### config.mk
export PLATFORM = sky130hd
export DESIGN_NAME = possf_sweep_ctrl_flat
export DESIGN_NICKNAME = d
export VERILOG_FILES = /design/src/rtl/possf_sweep_ctrl_pkg.sv /design/src/rtl/possf_sweep_ctrl_if.sv /design/src/rtl/possf_sweep_ctrl_settle_timer.sv /design/src/rtl/possf_sweep_ctrl.sv /design/src/flat_wrapper.sv
export SDC_FILE = /design/constraint.sdc
export NUM_CORES = 1
export LEC_CHECK = 0
export CORE_ASPECT_RATIO = 1.75
export CORE_MARGIN = 5
export CORE_UTILIZATION = 35
export CTS_BUF_LIST = sky130_fd_sc_hd__clkbuf_4 sky130_fd_sc_hd__clkbuf_8
export DETAILED_ROUTE_END_ITERATION = 8
export PLACE_DENSITY_LB_ADDON = 0.25
export SLEW_MARGIN = 20
export SYNTH_ARGS = -nofsm -noshare
export SYNTH_HDL_FRONTEND = slang
export SYNTH_HIERARCHICAL = 1
export SYNTH_SLANG_ARGS = --single-unit
### constraint.sdc
create_clock -name clk -period 2.37 [get_ports clk]
set_input_delay 0.474 -clock clk [delete_from_list [all_inputs] [get_ports clk]]
set_output_delay 0.474 -clock clk [all_outputs]
set_load 0.02 [all_outputs]
### src/rtl/possf_sweep_ctrl_pkg.sv
// Shared types and defaults for the possf sweep controller.
package possf_pkg;

  localparam int N_IN_DEF   = 3;
  localparam int SETTLE_DEF = 1;

  typedef enum logic [1:0] {
    ST_IDLE   = 2'd0,
    ST_WAIT   = 2'd1,
    ST_SAMPLE = 2'd2,
    ST_DONE   = 2'd3
  } state_e;

  function automatic int tbl_width(input int n);
    return 1 << n;
  endfunction

endpackage

### src/rtl/possf_sweep_ctrl_if.sv
// Host + function-under-test signals for the sweep controller.
interface possf_sweep_ctrl_if
  import possf_pkg::*;
#(
  parameter int N_IN = N_IN_DEF
);
  localparam int TW = tbl_width(N_IN);

  logic            start;
  logic            abort;
  logic [TW-1:0]   exp_tbl;
  logic            func_out;
  logic [N_IN-1:0] func_in;
  logic            busy;
  logic            done;
  logic [TW-1:0]   truth_tbl;
  logic            match;

  modport master (
    output start, abort, exp_tbl, func_out,
    input  func_in, busy, done, truth_tbl, match
  );

  modport slave (
    input  start, abort, exp_tbl, func_out,
    output func_in, busy, done, truth_tbl, match
  );
endinterface

### src/rtl/possf_sweep_ctrl_settle_timer.sv
// Loadable down-counter that holds at zero; zero flag is combinational.
module settle_timer #(
  parameter int W = 1
) (
  input  logic         clk,
  input  logic         rst_n,
  input  logic         load,
  input  logic         dec,
  input  logic [W-1:0] value,
  output logic         zero
);
  logic [W-1:0] cnt_q, cnt_d;

  always_comb begin
    cnt_d = cnt_q;
    if (load)                  cnt_d = value;
    else if (dec && !zero)     cnt_d = cnt_q - 1'b1;
  end

  always_ff @(posedge clk) begin
    if (!rst_n) cnt_q <= '0;
    else        cnt_q <= cnt_d;
  end

  assign zero = (cnt_q == '0);
endmodule

### src/rtl/possf_sweep_ctrl.sv
// Sweeps the function block through all 2**N_IN vectors, builds its truth
// table and compares it against the expected mask latched at start.
module possf_sweep_ctrl
  import possf_pkg::*;
#(
  parameter int N_IN   = N_IN_DEF,
  parameter int SETTLE = SETTLE_DEF
) (
  input  logic               clk,
  input  logic               rst_n,
  possf_sweep_ctrl_if.slave  bus
);
  localparam int              TW       = tbl_width(N_IN);
  localparam int              CW       = (SETTLE > 0) ? $clog2(SETTLE + 1) : 1;
  localparam logic [CW-1:0]   SETTLE_V = CW'(SETTLE);
  localparam logic [N_IN-1:0] IDX_LAST = '1;

  state_e          state_q, state_d;
  logic [N_IN-1:0] idx_q, idx_d;
  logic [N_IN-1:0] func_in_q, func_in_d;
  logic [TW-1:0]   tbl_q, tbl_d;
  logic [TW-1:0]   exp_q, exp_d;
  logic            busy_q, busy_d;
  logic            done_q, done_d;
  logic            match_q, match_d;
  logic            cnt_load, cnt_dec, cnt_zero;

  settle_timer #(.W(CW)) u_timer (
    .clk   (clk),
    .rst_n (rst_n),
    .load  (cnt_load),
    .dec   (cnt_dec),
    .value (SETTLE_V),
    .zero  (cnt_zero)
  );

  always_comb begin
    state_d  = state_q;
    idx_d    = idx_q;
    tbl_d    = tbl_q;
    exp_d    = exp_q;
    match_d  = match_q;
    cnt_load = 1'b0;
    cnt_dec  = 1'b0;

    case (state_q)
      ST_IDLE: if (bus.start && !bus.abort) begin
        idx_d    = '0;
        exp_d    = bus.exp_tbl;
        tbl_d    = '0;
        match_d  = 1'b0;
        cnt_load = 1'b1;
        state_d  = ST_WAIT;
      end
      ST_WAIT: begin
        if (cnt_zero) state_d = ST_SAMPLE;
        else          cnt_dec = 1'b1;
      end
      ST_SAMPLE: begin
        tbl_d[idx_q] = bus.func_out;
        if (idx_q == IDX_LAST) begin
          // compare against the final table so match is valid with done
          match_d = (tbl_d == exp_q);
          state_d = ST_DONE;
        end else begin
          idx_d    = idx_q + 1'b1;
          cnt_load = 1'b1;
          state_d  = ST_WAIT;
        end
      end
      default: state_d = ST_IDLE;
    endcase

    // abort drops any in-flight sample but keeps what was already captured
    if (bus.abort && state_q != ST_IDLE) begin
      state_d  = ST_IDLE;
      tbl_d    = tbl_q;
      match_d  = 1'b0;
      cnt_load = 1'b0;
      cnt_dec  = 1'b0;
    end

    busy_d    = (state_d != ST_IDLE);
    done_d    = (state_d == ST_DONE);
    func_in_d = (state_d == ST_WAIT || state_d == ST_SAMPLE) ? idx_d : '0;
  end

  always_ff @(posedge clk) begin
    if (!rst_n) begin
      state_q   <= ST_IDLE;
      idx_q     <= '0;
      func_in_q <= '0;
      tbl_q     <= '0;
      exp_q     <= '0;
      busy_q    <= 1'b0;
      done_q    <= 1'b0;
      match_q   <= 1'b0;
    end else begin
      state_q   <= state_d;
      idx_q     <= idx_d;
      func_in_q <= func_in_d;
      tbl_q     <= tbl_d;
      exp_q     <= exp_d;
      busy_q    <= busy_d;
      done_q    <= done_d;
      match_q   <= match_d;
    end
  end

  assign bus.func_in   = func_in_q;
  assign bus.busy      = busy_q;
  assign bus.done      = done_q;
  assign bus.truth_tbl = tbl_q;
  assign bus.match     = match_q;
endmodule

### src/flat_wrapper.sv
// flat-port wrapper written by rule: the top's interface ports become plain ports
module possf_sweep_ctrl_flat import possf_pkg::*;
#(
  parameter int N_IN   = N_IN_DEF,
  parameter int SETTLE = SETTLE_DEF
)
  (clk, rst_n, bus_start, bus_abort, bus_exp_tbl, bus_func_out, bus_func_in, bus_busy, bus_done, bus_truth_tbl, bus_match);
  possf_sweep_ctrl_if #(.N_IN(N_IN)) bus_i ();
  input  logic clk;
  input  logic rst_n;
  input wire logic [$bits(bus_i.start)-1:0] bus_start;
  input wire logic [$bits(bus_i.abort)-1:0] bus_abort;
  input wire logic [$bits(bus_i.exp_tbl)-1:0] bus_exp_tbl;
  input wire logic [$bits(bus_i.func_out)-1:0] bus_func_out;
  output wire logic [$bits(bus_i.func_in)-1:0] bus_func_in;
  output wire logic [$bits(bus_i.busy)-1:0] bus_busy;
  output wire logic [$bits(bus_i.done)-1:0] bus_done;
  output wire logic [$bits(bus_i.truth_tbl)-1:0] bus_truth_tbl;
  output wire logic [$bits(bus_i.match)-1:0] bus_match;
  assign bus_i.start = bus_start;
  assign bus_i.abort = bus_abort;
  assign bus_i.exp_tbl = bus_exp_tbl;
  assign bus_i.func_out = bus_func_out;
  assign bus_func_in = bus_i.func_in;
  assign bus_busy = bus_i.busy;
  assign bus_done = bus_i.done;
  assign bus_truth_tbl = bus_i.truth_tbl;
  assign bus_match = bus_i.match;
  possf_sweep_ctrl #(.N_IN(N_IN), .SETTLE(SETTLE)) u_core (.clk(clk), .rst_n(rst_n), .bus(bus_i));
endmodule
## Yosys cells after proc, flatten, opt, wreduce, memory -nomap -nowiden

Cells that the tools add are included.

| word-level totals | value |
|---|---|
| register bits after elaboration | 28 |
| output and inout port bits | 14 |
| word-level logic and storage cells | 65 |

| cells by class | value |
|---|---|
| add/subtract/negate cells | 2 |
| order comparisons | 2 |
| eq/ne operators | 9 |
| muxes and demuxes | 25 |
| bitwise operators | 2 |
| reduce and logical (&&, ||, !) cells | 16 |

Operator list:

| kind | count |
|---|---|
| case mux 8 bit (2 select lines) | 1 |
| 2-to-1 mux 1 bit | 11 |
| bitwise mux 8 bit | 1 |
| equality test 8 bit | 1 |
| 2-to-1 mux 2 bit | 4 |
| 2-to-1 mux 8 bit | 1 |
| nonzero test 2 bit | 4 |
| equality test 2 bit (second input constant) | 3 |
| 2-to-1 mux 3 bit | 2 |
| case mux 2 bit (3 select lines) | 1 |
| case mux 3 bit (2 select lines) | 1 |
| AND reduction 3 bit | 2 |
| equality test 2 x 1 -> 1 bit (second input constant) | 2 |
| logical AND 1 bit | 4 |
| less-than comparator 3 x 4 -> 1 bit (second input constant) | 1 |
| != test 2 x 1 -> 1 bit (second input constant) | 2 |
| case mux 1 bit (2 select lines) | 2 |
| AND reduction 2 bit | 2 |
| adder 3 x 1 -> 3 bit (second input constant) | 1 |
| demux 1 bit (select 3 bit) | 1 |
| equality test 3 bit (second input constant) | 1 |
| >= comparator 3 x 1 -> 1 bit (second input constant) | 1 |
| logical NOT 2 bit | 1 |
| NOT 1 bit | 2 |
| 4 further kinds | 4 |

## Depth between registers and ports, before layout

Gate-level depths: netlist of run 1.

| depth | value |
|---|---|
| word-level depth | 8 |
| depth in mapped cells | 7 |

## Modules after synthesis

Netlist of run 1, hierarchy kept.

By module, submodules not included:

| module | times used | cells an instance | area an instance (µm²) |
|---|---|---|---|
| possf_sweep_ctrl | 1 | 168 | 1446.4 |
| settle_timer | 1 | 5 | 48.8 |

## Worst setup path before layout of run 1

No wires, ideal clock.

| path | value |
|---|---|
| path kind | register -> register |
| start point | register u_core.idx_q[1] |
| end point | register u_core.match_q, in the netlist u_core/bus.match |
| data arrival time | 1.646 ns |
| data required time | 2.301 ns |
| slack | 0.656 ns |
| stages on the path, launching flop included | 7 |
| buffers on the path | 1 |
| period minus slack after synthesis | 1.714 ns |
| path through | dfxtp_1 -> buf_6 -> or3b_4 -> mux2i_1 -> o2bb2ai_1 -> or4_1 -> o21ai_1 |

| on the way | value |
|---|---|
| longest elaborated chain between the ends | 8 |
| elaborated cells between the ends (all ways) | 12 |

RTL lines:

| what | line | RTL |
|---|---|---|
| from (decl) | possf_sweep_ctrl.sv:19 | `logic [N_IN-1:0] idx_q, idx_d;` |
| from (signal assigned) | possf_sweep_ctrl.sv:100 | `idx_q <= idx_d;` |
| less-than comparator 3 x 4 -> 1 bit (not written as such) / >= comparator 3 x 1 -> 1 bit (equally long branches) | possf_sweep_ctrl.sv:60 | `tbl_d[idx_q] = bus.func_out;` |
| logical AND 1 bit (not written as such) | possf_sweep_ctrl.sv:60 |  |
| 2-to-1 mux 1 bit (not written as such) | possf_sweep_ctrl.sv:60 |  |
| demux 1 bit (select 3 bit) | - |  |
| bitwise mux 8 bit | possf_sweep_ctrl.sv:60 |  |
| equality test 8 bit | possf_sweep_ctrl.sv:63 | `match_d = (tbl_d == exp_q);` |
| 2-to-1 mux 1 bit | possf_sweep_ctrl.sv:61 | `if (idx_q == IDX_LAST) begin` |
| case mux 1 bit (2 select lines) | possf_sweep_ctrl.sv:46 | `case (state_q)` |
| to (signal assigned) | possf_sweep_ctrl.sv:106 | `match_q <= match_d;` |
| to (decl) | possf_sweep_ctrl.sv:25 | `logic match_q, match_d;` |

Several ways; a longest one is shown, not always the timed one. The select of a mux whose other input is x is not followed.
A chain may end at the register's enable or synchronous reset.

## Worst setup path after layout of run 1

| path | value |
|---|---|
| start point | register u_core.idx_q[1] |
| end point | register u_core.func_in_q[0], in the netlist u_core/bus.func_in[0] |

| on the way | value |
|---|---|
| longest elaborated chain between the ends | 7 |
| elaborated cells between the ends (all ways) | 10 |

RTL lines:

| what | line | RTL |
|---|---|---|
| equality test 3 bit * | possf_sweep_ctrl.sv:61 |  |
| 2-to-1 mux 2 bit | possf_sweep_ctrl.sv:61 |  |
| case mux 2 bit (3 select lines) | possf_sweep_ctrl.sv:46 |  |
| 2-to-1 mux 2 bit | possf_sweep_ctrl.sv:75 | `if (bus.abort && state_q != ST_IDLE) begin` |
| equality test 2 x 1 -> 1 bit / equality test 2 bit (equally long branches) | possf_sweep_ctrl.sv:85 | `func_in_d = (state_d == ST_WAIT \|\| state_d == ST_SAMPLE) ? idx_d : '0;` |
| logical OR 1 bit | possf_sweep_ctrl.sv:85 |  |
| AND reduction 2 bit (no source line) | - |  |
| to (signal assigned) | possf_sweep_ctrl.sv:101 | `func_in_q <= func_in_d;` |
| to (decl) | possf_sweep_ctrl.sv:20 | `logic [N_IN-1:0] func_in_q, func_in_d;` |

Every way passes the cells marked *; elsewhere a longest branch is shown, timed or not.

==> metrics, run 1 <==
vias in the first global route=1345; number of hold buffers added after CTS=0; Fin Setup TNS=0 ps; sequential area share after synthesis=0.375; post-synth top area cell=dfxtp_1; clk buf depth=2; RSZ-0062 raised after global routing=no; Relative slew margins=0.649; share of layout cells above drive strength 1=0.0707; CTS Buf Count=3; CP max FO=13; Die ar.=5730 um^2; Mean Syn Cell Area=8.64 um^2; Post-CTS Resized=0; initial DRC count=22; CTS root buffer=clkbuf_8; flops & latches, synth=28; Hold Crit Depth=2; status=complete, no violations; Reg clk slew, reported paths=90 ps; H-tree levels=1; post-CTS setup buffer count=0; highest metal used=met4; startpoint types=flip-flop; CP Capture Type=flip-flop; critical register-to-register path startpoint=u_core/idx_q[1]$_SDFF_PN0_; post-DP HPWL=2.84 mm; count of different cell masters after synthesis=43; pin count of the biggest net entering global routing=26; Max Cap Viol=0; overall power=0.893 mW; Final Instance Area=between 1500 and 2000 um^2; DRT Pass-1 Iters=4; syn nets=189; final setup fails=0; Placement Cell Area=approximately 1800 um^2; wl on met1=1.35 mm; routability cong.=0.829; Initial Util=0.360; post-synth top area share=0.375; Most used DFF post-synth=dfxtp_1; WL met3=around 150 um; Fmax=between 0.4 and 0.5 GHz; global-route wire length before repair=6.17 mm; GR Overflow Total=0; vias=roughly 1300; post-DR vias/cell=5.38; worst slew pin tran=526 ps; Post-Syn Instances=between 150 and 200; antenna violations before repair=0; Die Span Y=~96 um; Total Wirelength=3.64 mm; WL met2=2.05 mm; antenna cell count=0; CP Class=reg2reg; Synth area leaders=dfxtp_1 (37%), mux2i_1 (5.4%), nand2_1 (5.3%); row count=31; port bufs=26; Cell Pwr Density=~480 nW/um^2; Reg2Reg Depth=7; CTS tree=done; Slew Viols, Final=0; Hold Path Class=reg2reg; Mapped Area=~1500 um^2; Die Wd=approximately 59 um; layout net count=215; total track usage=0.139; # IOs=27; Post-DRT Antenna Nets=0; Leak=0.687 nW; Fin. Hold Viols=0; worst setup path start=u_core/idx_q[1]$_SDFF_PN0_; CTS sink count=28; core area=4150 um^2; maximum vdd drop=0.000288 V; Yosys warning count=6; CP required=approximately 2600 ps; Area Overhead vs Synth=24.3%; EDFF count, synth=0; fraction of registers with async set/reset=0; Worst EP arrival=2330 ps; Routed WL per cell=14.7 um; Residual DRC=0; Worst Skew=~2.6 ps; Final Cycle Share=0.891; hold_sp=u_core/exp_q[2]$_SDFFE_PN0N_; Clock Latency Late Sink=between 200 and 300 ps; min Tclk post-route=2110 ps
## report_power, final
part	leakage [nW]	switching [mW]	internal, mW	total (mW)
sequential	0.227	0.0108	0.481	0.492
clock	0.0288	0.147	0.149	0.296
combinational	0.431	0.0503	0.0547	0.105
## metrics by stage
step	instances	utilization	hold WS, ps	setup slack (ps)
2_1_floorplan	173	-	435	656
3_3_place_gp	243	0.434	451	210
3_5_place_dp	243	0.434	452	165
4_1_cts	247	0.448	465	294
5_1_grt	247	0.448	480	99.9
6_report	247	0.448	462	258
## cells by family after synthesis
kind of cell	count (synthesis)	share of synthesized area
xor gates and xnor gates	3	0.0176
and+or+nand+nor	74	0.290
DFF	28	0.375
muxes	9	0.0611
buffers and inverters	16	0.0469
adders and majority gates	3	0.0251
AOI/OAI and AO/OA	39	0.182
other	1	0.00251
## final cells by class
cell class                      instances  area (um^2)
Sequential cell                        28          561
Tap cell                               49         61.3
Clock buffer                            4         55.1
Multi-Input combinational cell        129          865
Timing Repair Buffer                   30          290
Inverter                                7         26.3
Fill cell                             404         2290
## registers in the layout, summed over array words and instances, names as in the netlist
signal,flops
u_core/bus.truth_tbl,8
u_core/exp_q,8
u_core/bus.func_in,3
u_core/idx_q,3
u_core/state_q,2
u_core/bus.busy,1
u_core/bus.done,1
u_core/bus.match,1
u_core/u_timer/cnt_q,1
## metal layers
| layer | GRT usage | up-vias |
|---|---|---|
| met2 | 0.255 | 29 |
| li1 | - | 655 |
| met1 | 0.150 | 640 |
| met4 | 0.0643 | 0 |
| met3 | 0.0226 | 6 |
| met5 | 0 | - |
## path summary, 6_finish.rpt
| kind | to | slack (ps) |
|---|---|---|
| hold reg to reg | u_core/exp_q[2]$_SDFFE_PN0N_ | 460 |
| setup reg to reg | u_core/bus.func_in[0]$_SDFF_PN0_ | 260 |
| setup / recovery | u_core/bus.func_in[0]$_SDFF_PN0_ | 260 |
| hold / removal | u_core/exp_q[2]$_SDFFE_PN0N_ | 460 |
## critical path: stages (launching register included)
cell	delay [ps]
dfxtp_1	610
ha_1	290
nand3_1	150
and2_1	210
or2_2	300
ha_1	300
nand2_1	70
nor2_1	120
## cell usage after synthesis (2+ instances only)
library cell,n
and2_1,5
xor2_1,2
nand2_1,21
a21oi_1,5
and3_1,2
mux2i_1,8
nand3b_1,2
o21ai_0,8
o2bb2ai_1,2
nand3_1,4
ha_1,3
a22oi_1,7
and3b_1,3
a21boi_1,9
inv_1,7
nor2_1,9
clkbuf_1,6
nor3b_1,2
buf_2,2
nor2b_1,11
dfxtp_1,28
nor3b_2,2
or3b_1,5
## placed cells by master, fill, tap and decap left out, types with 2 or more instances in the layout
| cell type | n |
|---|---|
| a21oi_1 | 5 |
| nand3b_1 | 2 |
| a22oi_1 | 7 |
| nor2b_1 | 11 |
| xor2_1 | 2 |
| nor2_1 | 9 |
| and3_1 | 2 |
| ha_1 | 3 |
| dfxtp_1 | 28 |
| nor3b_1 | 2 |
| clkbuf_8 | 4 |
| o2bb2ai_1 | 2 |
| clkdlybuf4s50_1 | 26 |
| nand3_1 | 4 |
| a21boi_1 | 9 |
| inv_1 | 7 |
| o21ai_0 | 8 |
| buf_4 | 4 |
| and3b_1 | 3 |
| or3b_1 | 5 |
| mux2i_1 | 8 |
| nor3b_2 | 2 |
| and2_1 | 5 |
| nand2_1 | 21 |
No activity file was read; power rests on OpenSTA's default activity.
==> run 2: changes to the inputs <==
--- a/config.mk
+++ b/config.mk
@@ -5,7 +5,7 @@
 export SDC_FILE = /design/constraint.sdc
 export NUM_CORES = 1
 export LEC_CHECK = 0
-export CORE_ASPECT_RATIO = 1.75
+export CORE_ASPECT_RATIO = 0.5
 export CORE_MARGIN = 5
 export CORE_UTILIZATION = 35
 export CTS_BUF_LIST = sky130_fd_sc_hd__clkbuf_4 sky130_fd_sc_hd__clkbuf_8
==> constraint.sdc (replaced) <==
create_clock -name clk -period 2.2 [get_ports clk]
set_input_delay 0.44 -clock clk [delete_from_list [all_inputs] [get_ports clk]]
set_output_delay 0.44 -clock clk [all_outputs]
set_load 0.02 [all_outputs]
==> run 2 against run 1 <==
  * Critical endpoint is now u_core/bus.match$_SDFFE_PP0P_
  * Flip-flop and latch count is the same
  * First-iteration DRC count grew to 3.0 times the previous value
  * Sequential power grew 7.3%
==> metrics, run 2 (synthesis gave the netlist of run 1 again) <==
# IOs=27 (unchanged); core area=4000 um^2 (-3.5%); Final Cycle Share=0.911 (+0.0202); Placement Cell Area=1840 um^2 (+2.0%); antenna cell count=0 (unchanged); Hold WS=461 ps (-1.17 ps); post-DP HPWL=2.49 mm (-12%); Area Overhead vs Synth=27.8%; Fmax=0.499 GHz (+5.3%); maximum vdd drop=0.000228 V (-21%); slowest CP cell=dfxtp_1; CTS sink count=28 (unchanged); global-route wire length before repair=5.91 mm (-4.1%); Worst Setup Slack, final=195 ps (-62.9 ps); CP required=2410 ps (-180 ps); Post-DRT Antenna Nets=0 (unchanged); delay-heaviest family, CP=simple AND/OR/NAND/NOR gates; DP Worst Slack=13.7 ps (-151 ps); Slew Viols, Final=0 (unchanged); CP Class=reg2reg; min Tclk post-route=2000 ps (-107 ps); total track usage=0.124 (-0.0152); CTS root buffer=clkbuf_8; Relative slew margins=0.667 (+0.0182); startpoint types=flip-flop; overall power=1.05 mW (+17%); RSZ-0062 raised after global routing=no; Routed WL per cell=13.3 um (-9.8%); Residual DRC=0 (unchanged); H-tree levels=1 (unchanged); pin count of the biggest net entering global routing=26 (unchanged); Hold Path Class=reg2reg; CP peak stage delay=640 ps (+30 ps); Clock Latency Late Sink=270 ps (about the same); Post-CTS Resized=0 (unchanged); status=complete, no violations; Placed Cells=252 (+3.7%); Fin. Hold Viols=0 (unchanged); commonest cells after routing, fill and taps aside=dfxtp_1 (28), clkdlybuf4s50_1 (26), nand2_1 (21); CTS tree=done; vias in the first global route=1272 (-5.4%); post-CTS setup buffer count=0 (unchanged); Die Span Y=56.2 um (-42%); antenna violations before repair=0 (unchanged); critical path buffer and inverter count=0 (unchanged); DRT Pass-1 Iters=4 (unchanged); Post-Layout Cell Count=256 (+3.6%); Initial Util=0.373 (+0.0132); post-DR vias/cell=5.21 (-3.3%); Leak=0.716 nW (+4.2%); routability cong.=0.843 (+1.6%); share of layout cells above drive strength 1=0.0891 (+0.0184); vias=1333 (+0.23%); Final Instance Area=1910 um^2 (+2.8%); CTS Buf Count=3 (unchanged); Max Cap Viol=0 (unchanged); CP max FO=14 (+1); Worst EP arrival=2210 ps (-120 ps); Fin Setup TNS=0 ps (unchanged); row count=16 (-48%); initial DRC count=67 (+200%); Critical Path, Cell by Cell=nor3b_2, or3b_1, o2111ai_1, or4_1, o21ai_1; Worst Skew=5.55 ps (+2.94 ps); worst slew pin tran=499 ps (-27.2 ps); CP Capture Type=flip-flop; Total Wirelength=3.40 mm (-6.5%); Die Wd=102 um (+72%); leading cell type in the layout, fill and taps excluded=dfxtp_1; number of hold buffers added after CTS=0 (unchanged); setup slack, reg-to-reg=200 ps (-60 ps); GR Overflow Total=0 (unchanged); final setup fails=0 (unchanged); layout net count=219 (+1.9%); Die ar.=5760 um^2 (+0.49%); Reg clk slew, reported paths=100 ps (about the same); port bufs=26 (unchanged); clk buf depth=2 (unchanged); Core Util, Final=0.477 (+0.0295); Cell Pwr Density=549 nW/um^2 (+14%)
[run 2: cell types whose count changed in the layout (fill, tap and decap cells not counted), sizes merged]
cell / change
buf: +4
bufinv: +1
clkbuf: -1
[run 2: worst paths after layout]
kind | start | endpoint | depth (start not counted)
setup / recovery | u_core/idx_q[2]$_SDFF_PN0_ | u_core/bus.match$_SDFFE_PP0P_ | 5
hold / removal | u_core/exp_q[2]$_SDFFE_PN0N_ | u_core/exp_q[2]$_SDFFE_PN0N_ | 2
setup reg to reg | u_core/idx_q[2]$_SDFF_PN0_ | u_core/bus.match$_SDFFE_PP0P_ | 5
hold reg to reg | u_core/exp_q[2]$_SDFFE_PN0N_ | u_core/exp_q[2]$_SDFFE_PN0N_ | 2
[run 2: routing by layer]
metal | global-route usage | wire length, um | up-vias
met1 | 0.169 | 1690 | 624
met3 | 0.0338 | 187 | 6
met4 | 0.0299 | 34 | 0
li1 | - | - | 665
met5 | 0 | 0 | -
met2 | 0.193 | 1490 | 38
[run 2: where the power goes]
group / internal (mW) / leakage (nW) / switching (mW)
sequential: 0.518 / 0.227 / 0.00999
combinational: 0.0602 / 0.453 / 0.0567
clock: 0.244 / 0.0357 / 0.160
total: 0.822 / 0.716 / 0.227
[run 2: worst register-to-register path: stages, from the launching register on]
cell and delay (ps):
dfxtp_1 640, nor3b_2 360, or3b_1 160, o2111ai_1 110, or4_1 530, o21ai_1 130
[run 2: final cells by class]
| type | count | area (um^2) |
|---|---|---|
| clock buffer | 3 | 41.3 |
| fill | 399 | 2090 |
| sequential | 28 | 561 |
| multi-input combinational | 129 | 865 |
| timing repair buffer | 34 | 320 |
| clock inverter | 1 | 30.0 |
| inverter | 7 | 26.3 |
| tap | 54 | 67.6 |
